$ cat config.mk
export PLATFORM = sky130hd
export DESIGN_NAME = mlp_stream_sequencer
export DESIGN_NICKNAME = d
export VERILOG_FILES = /design/src/rtl/mlp_stream_sequencer.sv
export SDC_FILE = /design/constraint.sdc
export NUM_CORES = 1
export LEC_CHECK = 0
export CAP_MARGIN = 15
export CORE_ASPECT_RATIO = 0.6
export CORE_MARGIN = 1
export CORE_UTILIZATION = 46
export CTS_CLUSTER_SIZE = 16
export DETAILED_ROUTE_END_ITERATION = 10
export HOLD_SLACK_MARGIN = 0.06
export PLACE_DENSITY = 0.77
export SETUP_SLACK_MARGIN = 0.05
export SLEW_MARGIN = 20
export SYNTH_ARGS = -nofsm -noshare
export SYNTH_HDL_FRONTEND = slang
export SYNTH_SLANG_ARGS = --single-unit
$ cat constraint.sdc
create_clock -name clk -period 2.4 [get_ports clk]
set_input_delay 0.72 -clock clk [delete_from_list [all_inputs] [get_ports clk]]
set_output_delay 0.72 -clock clk [all_outputs]
set_load 0.02 [all_outputs]
$ cat src/rtl/mlp_stream_sequencer.sv
// mlp_stream_sequencer
//   Host-side controller for the MLP accelerator load interface. Runs two
//   passes. Each pass streams ifmap, weight and bias words from a
//   word-addressed input memory into the accelerator, then captures the
//   result words. In chained mode (mode=1) the pass-0 results are written
//   back into the input memory as the pass-1 bias region.
//
// Ports
//   clk, rst          clock (rising edge), asynchronous active-low reset
//   start, mode       launch pulse (honoured in IDLE), chaining select
//   busy, done        run in progress, one-cycle completion pulse
//   mem_*             input memory: read strobe/address, 1-cycle read data,
//                     write strobe/data for chained write-back
//   acc_mode          latched mode, to the accelerator
//   acc_ready/i_en/data_in   accelerator load interface
//   acc_valid/ofmap   accelerator result interface
//   res_we/addr/wdata result memory write port
//
// States
//   IDLE      | waiting for start
//   WAIT_IDLE | waiting for the accelerator to stop presenting results
//   KICK      | one-cycle acc_ready pulse, first read issued
//   STREAM    | reading the rest of the pass, one word per cycle
//   COLLECT   | waiting for all result words of the pass
//   FINISH    | done pulse, back to IDLE

module mlp_stream_sequencer #(
  parameter int IFMAP_WORDS  = 16,
  parameter int WEIGHT_WORDS = 1024,
  parameter int BIAS_WORDS   = 64,
  parameter int OFMAP_WORDS  = 64,
  parameter int ADDR_W       = 12,
  parameter int RES_AW       = 7
) (
  input  logic              clk,
  input  logic              rst,
  input  logic              start,
  input  logic              mode,
  output logic              busy,
  output logic              done,
  output logic [ADDR_W-1:0] mem_addr,
  output logic              mem_rd,
  input  logic [31:0]       mem_rdata,
  output logic              mem_we,
  output logic [31:0]       mem_wdata,
  output logic              acc_mode,
  output logic              acc_ready,
  output logic              acc_i_en,
  output logic [31:0]       acc_data_in,
  input  logic              acc_valid,
  input  logic [31:0]       acc_ofmap,
  output logic              res_we,
  output logic [RES_AW-1:0] res_addr,
  output logic [31:0]       res_wdata
);

  localparam int PASS_LEN = IFMAP_WORDS + WEIGHT_WORDS + BIAS_WORDS;
  localparam int CNT_W    = $clog2(PASS_LEN + 1);
  localparam int K_W      = $clog2(OFMAP_WORDS + 1);

  localparam logic [ADDR_W-1:0] PASS1_BASE = ADDR_W'(PASS_LEN);
  // pass-1 bias region, target of chained write-back
  localparam logic [ADDR_W-1:0] WB_BASE    = ADDR_W'(PASS_LEN + IFMAP_WORDS + WEIGHT_WORDS);
  localparam logic [K_W-1:0]    K_LAST     = K_W'(OFMAP_WORDS);
  localparam logic [CNT_W-1:0]  RD_LOAD    = CNT_W'(PASS_LEN - 1);

  localparam logic [2:0] S_IDLE      = 3'd0;
  localparam logic [2:0] S_WAIT_IDLE = 3'd1;
  localparam logic [2:0] S_KICK      = 3'd2;
  localparam logic [2:0] S_STREAM    = 3'd3;
  localparam logic [2:0] S_COLLECT   = 3'd4;
  localparam logic [2:0] S_FINISH    = 3'd5;

  logic [2:0]        state;
  logic              pass;
  logic [ADDR_W-1:0] rd_addr;
  logic [CNT_W-1:0]  rd_left;
  logic [K_W-1:0]    k;
  logic              wb_valid;
  logic [ADDR_W-1:0] wb_addr;
  logic [31:0]       wb_data;

  logic [ADDR_W-1:0] base;
  logic              issue;
  logic              capture;

  assign base = pass ? PASS1_BASE : '0;

  // A pending write-back owns the memory port; the stream read waits a cycle.
  assign issue   = (state == S_STREAM) && !wb_valid;
  assign capture = acc_valid && ((state == S_STREAM) || (state == S_COLLECT)) && (k < K_LAST);

  assign acc_ready   = (state == S_KICK);
  assign mem_rd      = acc_ready || issue;
  assign mem_we      = wb_valid;
  assign mem_wdata   = wb_valid ? wb_data : '0;
  assign acc_data_in = acc_i_en ? mem_rdata : '0;
  assign busy        = (state != S_IDLE) && (state != S_FINISH);
  assign done        = (state == S_FINISH);

  always_comb begin
    mem_addr = '0;
    if (wb_valid)
      mem_addr = wb_addr;
    else if (state == S_KICK)
      mem_addr = base;
    else if (issue)
      mem_addr = rd_addr;
  end

  always_ff @(posedge clk or negedge rst) begin
    if (!rst) begin
      state     <= S_IDLE;
      pass      <= 1'b0;
      acc_mode  <= 1'b0;
      rd_addr   <= '0;
      rd_left   <= '0;
      k         <= '0;
      acc_i_en  <= 1'b0;
      wb_valid  <= 1'b0;
      wb_addr   <= '0;
      wb_data   <= '0;
      res_we    <= 1'b0;
      res_addr  <= '0;
      res_wdata <= '0;
    end else begin
      acc_i_en <= mem_rd;
      wb_valid <= 1'b0;
      res_we   <= 1'b0;

      if (capture) begin
        k <= k + 1'b1;
        if (acc_mode && !pass) begin
          wb_valid <= 1'b1;
          wb_addr  <= WB_BASE + ADDR_W'(k);
          wb_data  <= acc_ofmap;
        end else begin
          // independent mode keeps both passes; chained mode only the last
          res_we    <= 1'b1;
          res_addr  <= ((pass && !acc_mode) ? RES_AW'(OFMAP_WORDS) : '0) + RES_AW'(k);
          res_wdata <= acc_ofmap;
        end
      end

      case (state)
        S_IDLE: begin
          if (start) begin
            state    <= S_WAIT_IDLE;
            acc_mode <= mode;
            pass     <= 1'b0;
          end
        end
        S_WAIT_IDLE: begin
          if (!acc_valid)
            state <= S_KICK;
        end
        S_KICK: begin
          state   <= S_STREAM;
          rd_addr <= base + 1'b1;
          rd_left <= RD_LOAD;
          k       <= '0;
        end
        S_STREAM: begin
          if (issue) begin
            rd_addr <= rd_addr + 1'b1;
            rd_left <= rd_left - 1'b1;
            if (rd_left == CNT_W'(1))
              state <= S_COLLECT;
          end
        end
        S_COLLECT: begin
          if (k == K_LAST) begin
            if (!pass) begin
              pass  <= 1'b1;
              state <= S_WAIT_IDLE;
            end else begin
              state <= S_FINISH;
            end
          end
        end
        S_FINISH: state <= S_IDLE;
        default:  state <= S_IDLE;
      endcase
    end
  end

endmodule

=== After elaboration in Yosys (flattened, before gate mapping) ===
Cells that the tools add are included.

* Output and inout bits: 123
* Bits in registers: 121
* Word-level logic and storage cells: 83

* Reductions and logical operators: 22
* Mux-type cells: 27
* Order comparisons: 1
* Equal/unequal tests: 13
* Add/subtract/negate cells: 6
* Bitwise gates (word level): 1

{| class="wikitable"
|+ Operators by type and width
! operator !! count
|-
| 32-bit 2-to-1 mux || 2
|-
| 12-bit 2-to-1 mux || 4
|-
| 12-bit case mux with 2 select lines || 1
|-
| 11-bit 2-to-1 mux || 2
|-
| 11-bit case mux with 2 select lines || 1
|-
| 7-bit 2-to-1 mux || 3
|-
| 3-bit 2-to-1 mux || 6
|-
| 3-bit case mux with 5 select lines || 1
|-
| 11-bit by 1-bit adder with 12-bit output, second input constant || 1
|-
| 12-bit by 1-bit adder with 12-bit output, second input constant || 1
|-
| 12-bit by 7-bit adder with 12-bit output, first input constant || 1
|-
| 11-bit by 1-bit equality test with 1-bit output, second input constant || 1
|-
| 11-bit by 1-bit subtractor with 11-bit output, second input constant || 1
|-
| 2-bit AND reduction || 4
|-
| 7-bit by 1-bit adder with 7-bit output, second input constant || 1
|-
| 7-bit adder || 1
|-
| 7-bit equality test, second input constant || 1
|-
| 7-bit < comparator, second input constant || 1
|-
| 3-bit by 2-bit equality test with 1-bit output, second input constant || 2
|-
| 3-bit equality test, second input constant || 2
|-
| 1-bit logical AND || 6
|-
| 1-bit 2-to-1 mux || 6
|-
| 2-bit inequality test, second input constant || 3
|-
| 2-bit nonzero test || 3
|-
| 11 further kinds || 15
|}

=== Logic depth before layout (Yosys ltp) ===
Gate-level depths: netlist of run 1.

* Word-level depth: 6
* Mapped depth: 9
* Gate-level depth less buffers: 7

=== Worst setup path before layout of run 1 ===
Ideal clock, no wire load.

* Kind: reg2out
* From: reg state[1]
* To: out acc_ready
* Data required time: 1.680 ns
* Arrival: 1.556 ns
* Cell stages (with the launch flop): 6
* Setup slack: 0.124 ns
* Buffers on the path: 3
* Path through: dfrtp_1 buf_2 or3b_2 clkbuf_1 inv_1 clkbuf_1

* Word-level cells in the longest chain between the ends: 1

{| class="wikitable"
|+ RTL lines
! what !! RTL line !! RTL
|-
| start: declaration || 74 || <nowiki>logic [2:0] state;</nowiki>
|-
| start signal: assignment || 113 || <nowiki>state <= S_IDLE;</nowiki>
|-
| start signal: assignment || 148 || <nowiki>state <= S_WAIT_IDLE;</nowiki>
|-
| start signal: assignment || 155 || <nowiki>state <= S_KICK;</nowiki>
|-
| 3-bit by 2-bit equality test with 1-bit output || 93 || <nowiki>assign acc_ready = (state == S_KICK);</nowiki>
|-
| end: declaration || 47 || <nowiki>output logic acc_ready,</nowiki>
|}

Every way passes these cells.

=== Worst setup path in the final report of run 1 ===
* From: reg state[2]
* To: out mem_addr[2]

* Word-level cells in the longest chain between the ends: 5
* Elaborated cells between the ends (all ways): 6

{| class="wikitable"
|+ RTL lines
! what !! RTL line !! RTL
|-
| 3-bit by 2-bit equality test with 1-bit output || 90 || <nowiki>assign issue = (state == S_STREAM) && !wb_valid;</nowiki>
|-
| 1-bit logical AND || 90 ||
|-
| 12-bit 2-to-1 mux || 107 || <nowiki>else if (issue)</nowiki>
|-
| 12-bit 2-to-1 mux (*) || 105 || <nowiki>else if (state == S_KICK)</nowiki>
|-
| 12-bit 2-to-1 mux (*) || 103 || <nowiki>if (wb_valid)</nowiki>
|-
| end: declaration || 41 || <nowiki>output logic [ADDR_W-1:0] mem_addr,</nowiki>
|}

Every way passes the cells marked *; elsewhere a longest branch is shown, timed or not.

==> flow_metrics.env, run 1 <==
export IMPL_swShare_pct=37.21
export IMPL_seqPwrFrac_pct=29.2
export IMPL_area_delta_synth_final_pct=50.42
export IMPL_syn_area_um2=5633
export IMPL_ir_drop_mv=0.7994
export IMPL_ant_nets=0
export IMPL_rsz0062_at_grt="true"
export IMPL_ys_seq_elements=118
export IMPL_htree_num_levels=4
export IMPL_cts_buffers=17
export IMPL_worst_slew_margin_rel_pct=63.98
export IMPL_cap_violations=0
export IMPL_grt_pass1_vias=4672
export IMPL_crit_fanout=5
export IMPL_critPathSlowestCell="dfrtp_1"
export IMPL_combPwrFrac_pct=47.9
export IMPL_clockBufferDepth=2
export IMPL_fp_dieH_um=87.72
export IMPL_yosysWarnings=0
export IMPL_ioPinCount=192
export IMPL_synth_avg_cell_area_um2=11.43
export IMPL_fp_dieW_um=144.9
export IMPL_fin_area_um2=8473
export IMPL_firstDrtPassIters=4
export IMPL_pwr_share_clk_pct=23.0
export IMPL_synth_edf_count=0
export IMPL_status="finished, final reports clean"
export IMPL_crit_reg2reg_capture="wb_data[21]$_DFFE_PN0P_"
export IMPL_synth_top_area_share_pct=52.42
export IMPL_cp_data_arrival_time_ns=1.66
export IMPL_setup_slack_ns=0.02308
export IMPL_hold_viol_final=0
export IMPL_grtUsageTotal_pct=24.80
export IMPL_final_net_count=790
export IMPL_cp_common_cell="buf_4"
export IMPL_slew_violations=0
export IMPL_synthFlopType="dfrtp_1"
export IMPL_vias=4672
export IMPL_cts_root_buf="clkbuf_16"
export IMPL_timing_final_crit_share_pct=99.04
export IMPL_worstPathCellList="and3b_2, buf_4, nand2_1, o21ai_1, buf_4"
export IMPL_max_stage_delay_ns=0.41
export IMPL_filler_cell_count=835
export IMPL_leakage_nw=3.996
export IMPL_antenna_found_initial=0
export IMPL_timing_rr_start="state[2]$_DFFE_PN0P_"
export IMPL_clkLatencyLatePin_ns=0.41
export IMPL_rows=30
export IMPL_core_area_um2=11600
export IMPL_yosysTopAreaCell="dfrtp_1"
export IMPL_crit_required_ns=1.68
export IMPL_cts_tree="done"
export IMPL_pre_cts_ws_ns=-0.2491
export IMPL_postPlaceCellArea_um2=7915
export IMPL_synthCells=493
export IMPL_initial_core_util_pct=48.57
export IMPL_yosysMostFrequentCell="dfrtp_1"
export IMPL_gp_congestion=0.8863
export IMPL_portBuffers=191
export IMPL_drcViolationCount=0
export IMPL_clk_pin_slew_ns=0.05
export IMPL_postCtsHoldBufs=0
export IMPL_p_int_w=0.006713
export IMPL_grt_first_pass_wirelength_um=23700
export IMPL_n_antenna_cell=0
export IMPL_first_iter_violations=346
export IMPL_via_per_inst=5.267
export IMPL_die_area_um2=12710
export IMPL_r2r_cells=5
export IMPL_grt_max_degree=42
export IMPL_skew_ns=0.007617
export IMPL_overflow=0
export IMPL_crit_path_end_kind="output pin"
export IMPL_ys_seq_area_share_pct=52.42
export IMPL_switching_power_w=0.003978
export IMPL_layout_drive_gt1_share_pct=26.13
export IMPL_fin_setup_tns_ns=0
export IMPL_r2r_slack_ns=0.35
export IMPL_cts_sinks=118
export IMPL_setup_viol=0
export IMPL_synth_cell_type_count=47
export IMPL_synthTopCellsByArea="dfrtp_1 (52%), mux2_2 (12%), and2_1 (7.7%)"
export IMPL_min_period_ns=2.377
export IMPL_powerDensity_nw_per_um2=1262
export IMPL_wl_per_cell_um=17.26
export IMPL_dp_final_hpwl_um=10870
export IMPL_worst_pin_slew_ns=0.5267
export IMPL_syn_nets=568
export IMPL_routed_wl_um=15310
export IMPL_start_kind="flip-flop"
export IMPL_synthArstFlopShare_pct=100.0
export IMPL_synth_commonest_cells="dfrtp_1 (118), and2_1 (69), mux2_2 (59)"
export IMPL_critical_path_class="flip-flop to output pin"
export IMPL_fmax_ghz=0.4207
export IMPL_hold_path_class="input pin to async pin"
-- layout make-up --
type | instances | area [um2] | share of cell area (%)
clock buffer | 23 | 478.0 | 5.641
timing repair buffer | 231 | 2147 | 25.34
clock inverter | 8 | 98.84 | 1.167
sequential | 118 | 2953 | 34.85
tap | 160 | 200.2 | 2.363
inverter | 12 | 45.04 | 0.5316
multi-input combinational | 335 | 2551 | 30.11
-- worst max-delay path, delay by kind of cell, from the launching register on --
| kind | cells | cell delay (ns) |
|---|---|---|
| AOI/OAI and AO/OA | 1 | 0.14 |
| buffers and inverters | 2 | 0.31 |
| DFF | 1 | 0.41 |
| and+or+nand+nor | 2 | 0.39 |
-- per-stage QoR --
stage	total power (W)	std cells	hold slack, ns	utilization [%]
global placement	0.007933	850	0.4528	68.24
finish	0.01069	887	0.2908	73.05
global route	0.01125	887	0.3191	73.05
detailed placement	0.008122	850	0.4664	68.24
CTS	0.01061	884	0.3122	72.87
floorplan	0.005758	493	0.4244	-
-- power groups by stage --
stage          clock, W  sequential (W)  combinational (W)
3_3_place_gp          0         0.00307            0.00487
2_1_floorplan         0         0.00344            0.00232
3_5_place_dp          0         0.00311            0.00501
4_1_cts         0.00249         0.00310            0.00502
6_report        0.00246         0.00312            0.00512
5_1_grt         0.00260         0.00319            0.00547
-- sequential cells by signal (all words and copies together), names as in the netlist, 3 cells and up --
| signal | count |
|---|---|
| rd_left | 11 |
| k | 7 |
| state | 3 |
| wb_data | 32 |
| res_addr | 7 |
| res_wdata | 32 |
| wb_addr | 9 |
| rd_addr | 12 |
-- timing repair --
item	CTS	global route
buffers inserted	4	3
resized for setup	160	50
endpoints found under the setup margin	80	40
pin swaps	7	2
-- cell usage in the layout, fill, tap and decap left out, types with 4 or more instances in the layout --
cell,netlist,routed
buf_4,0,37
and2_1,69,65
and2_4,0,4
buf_12,0,4
buf_6,3,8
dlygate4sd2_1,0,39
o31ai_1,5,5
a21oi_1,11,11
xor2_1,5,5
clkbuf_2,0,14
mux2_4,18,20
or4_1,4,4
inv_1,12,12
xnor2_1,5,5
nand3_1,16,16
nand2_1,39,36
ha_1,6,6
nand2b_1,8,8
dfrtp_1,118,118
o21ai_0,22,17
clkbuf_16,0,17
clkdlybuf4s50_1,0,108
or3_1,5,5
clkdlybuf4s15_1,0,14
mux2_2,59,57
nor2_1,16,14
-- cells by family (layout without fill, tap and decap cells) --
| group | count (synthesis) | count (layout) | share of synthesized area [%] |
|---|---|---|---|
| buf+inv | 40 | 274 | 3.221 |
| fa+ha+maj | 6 | 6 | 1.333 |
| mux | 78 | 78 | 16.77 |
| compound gates | 62 | 62 | 7.086 |
| xor+xnor | 10 | 10 | 1.555 |
| simple gates | 179 | 179 | 17.61 |
| flops | 118 | 118 | 52.42 |
-- worst max path at each step --
| stage | from | end |
|---|---|---|
| final | state[2]$_DFFE_PN0P_ | mem_addr[2] |
| after global routing | state[2]$_DFFE_PN0P_ | mem_addr[11] |
| after CTS | state[1]$_DFFE_PN0P_ | mem_addr[0] |
| after detailed placement | mem_rdata[16] | acc_data_in[16] |
| after global placement | mem_rdata[24] | acc_data_in[24] |
| after floorplan | state[1]$_DFFE_PN0P_ | acc_ready |
-- per-layer routing --
layer / track usage (%) / share of wire (%) / up-vias
met1: 33.56 / 45 / 2297
met3: 5.905 / 7.4 / 26
met2: 39.25 / 46 / 186
li1: - / - / 2163
met4: 8.804 / 1.4 / 0
met5: 0 / 0 / -
No activity file was read; power rests on OpenSTA's default activity.
==> run 2, diff against run 1 <==
- CORE_UTILIZATION: 46 -> 45
- PLACE_DENSITY: 0.77 -> 0.75
==> flow_metrics.env, run 2 (synthesized netlist as in run 1, its figures left out) <==
export IMPL_final_net_count=792
export IMPL_routed_wl_um=15780
export IMPL_crit_path_end_kind="output pin"
export IMPL_top_regs="res_wdata (32), wb_data (32), rd_addr (12)"
export IMPL_cp_data_arrival_time_ns=1.66
export IMPL_filler_cell_count=905
export IMPL_slew_violations=0
export IMPL_rows=31
export IMPL_timing_final_crit_share_pct=98.99
export IMPL_whs_ns=0.2781
export IMPL_via_per_inst=5.218
export IMPL_critical_path_class="flip-flop to output pin"
export IMPL_top_usage_layer="met2"
export IMPL_start_kind="flip-flop"
export IMPL_clockBufferDepth=2
export IMPL_n_antenna_cell=0
export IMPL_hold_viol_final=0
export IMPL_skew_ns=0.009392
export IMPL_dp_final_hpwl_um=11020
export IMPL_rsz0062_at_grt="true"
export IMPL_drcViolationCount=0
export IMPL_met2_usage_pct=39.31
export IMPL_die_area_um2=12980
export IMPL_cap_violations=0
export IMPL_r2r_slack_ns=0.20
export IMPL_fmax_ghz=0.4209
export IMPL_area_delta_synth_final_pct=51.75
export IMPL_grt_pass1_vias=4710
export IMPL_leakage_nw=3.998
export IMPL_worst_pin_slew_ns=0.5119
export IMPL_core_area_um2=12140
export IMPL_grtUsageTotal_pct=24.40
export IMPL_htree_num_levels=4
export IMPL_clkLatencyLatePin_ns=0.41
export IMPL_first_iter_violations=354
export IMPL_layout_commonest_cell="dfrtp_1"
export IMPL_final_cell_mix="dfrtp_1 (118), clkdlybuf4s50_1 (108), and2_1 (65)"
export IMPL_portBuffers=191
export IMPL_ir_drop_mv=0.7450
export IMPL_multiInputGateArea_um2=2570
export IMPL_fp_dieH_um=88.67
export IMPL_cts_buffers=17
export IMPL_r2r_cells=6
export IMPL_initial_core_util_pct=46.40
export IMPL_clk_pin_slew_ns=0.06
export IMPL_setup_viol=0
export IMPL_wl_per_cell_um=17.65
export IMPL_grt_max_degree=48
export IMPL_timing_rr_start="state[2]$_DFFE_PN0P_"
export IMPL_layout_drive_gt1_share_pct=26.47
export IMPL_gp_congestion=0.8302
export IMPL_regArea_um2=2953
export IMPL_grt_first_pass_wirelength_um=24410
export IMPL_firstDrtPassIters=6
export IMPL_worst_slew_margin_rel_pct=65.87
export IMPL_cts_sinks=118
export IMPL_antenna_found_initial=0
export IMPL_vias=4665
export IMPL_overflow=0
export IMPL_fp_dieW_um=146.4
export IMPL_pre_cts_ws_ns=-0.2385
export IMPL_min_period_ns=2.376
export IMPL_cts_tree="done"
export IMPL_status="finished, final reports clean"
export IMPL_crit_required_ns=1.68
export IMPL_powerDensity_nw_per_um2=1273
export IMPL_crit_reg2reg_capture="wb_data[25]$_DFFE_PN0P_"
export IMPL_postCtsHoldBufs=0
export IMPL_cts_root_buf="clkbuf_16"
export IMPL_use_met3_pct=6.340
export IMPL_ioPinCount=192
export IMPL_crit_fanout=4
export IMPL_use_met1_pct=32.28
export IMPL_ant_nets=0
export IMPL_hold_path_class="input pin to async pin"
export IMPL_setup_slack_ns=0.02424
-- run 2: changes by cell type in the layout (fill, tap and decap cells not counted), sizes merged, moves of 2 or more --
cell / change
clkdlybuf4s15: +3
clkinvlp: +2
clkbuf: -12
buf: +4
dlymetal6s2s: -2
dlygate4sd2: +4
-- run 2: worst max path at each step --
| stage | end | from |
|---|---|---|
| 3_5_place_dp | acc_data_in[4] | mem_rdata[4] |
| 2_1_floorplan | acc_ready | state[1]$_DFFE_PN0P_ |
| 6_report | mem_addr[0] | state[0]$_DFFE_PN0P_ |
| 4_1_cts | mem_addr[0] | state[1]$_DFFE_PN0P_ |
| 5_1_grt | mem_addr[0] | state[0]$_DFFE_PN0P_ |
| 3_3_place_gp | acc_data_in[13] | mem_rdata[13] |
-- run 2: repair_timing --
item | in CTS | in global routing
pin swaps | 4 | 4
setup endpoints to repair | 82 | 36
gates cloned | 0 | 1
setup buffers | 2 | 7
gates resized for setup | 164 | 52
-- run 2: layer usage --
layer  wire (um)  up-vias
met5           0        -
met4         209        0
met3        1042       21
met2        7382      189
met1        7144     2300
li1            -     2155
-- run 2: critical path, cell delays in order (launching register included) --
cell,delay [ns]
dfrtp_1,0.41
and3b_2,0.27
and2_4,0.17
mux2_4,0.27
buf_6,0.14
-- run 2: where the power goes --
| group | leakage [nW] | internal, W | switching, W | total, W |
|---|---|---|---|---|
| Sequential | 1.45 | 0.00262 | 0.000491 | 0.00311 |
| Combinational | 2.27 | 0.00254 | 0.00266 | 0.00521 |
| Clock | 0.281 | 0.00165 | 0.000911 | 0.00256 |
-- run 2: final cells by class --
type | instances | area share, %
well taps | 165 | 2.415
clock buffers | 19 | 5.182
flip-flops and latches | 118 | 34.54
inverters | 12 | 0.5562
clock inverters | 12 | 1.786
repair buffers | 232 | 25.45
multi-input cells | 336 | 30.06
-- run 2: through the flow --
stage | instance area, um2 | cells | utilization, % | power (W) | setup TNS, ns
3_5_place_dp | 7926 | 854 | 65.29 | 0.008204 | -7.087
4_1_cts | 8437 | 886 | 69.49 | 0.01062 | -0.1673
6_report | 8548 | 894 | 70.41 | 0.01088 | 0
5_1_grt | 8548 | 894 | 70.41 | 0.01142 | -0.03284
3_3_place_gp | 7926 | 854 | 65.29 | 0.007992 | -6.593
2_1_floorplan | 5633 | 493 | - | 0.005758 | 0
==> run 3, diff against run 2 <==
- ABC_AREA: not set -> 0
==> results of run 3 <==
No change in the layout: final DEF, timing and power equal those of run 2.
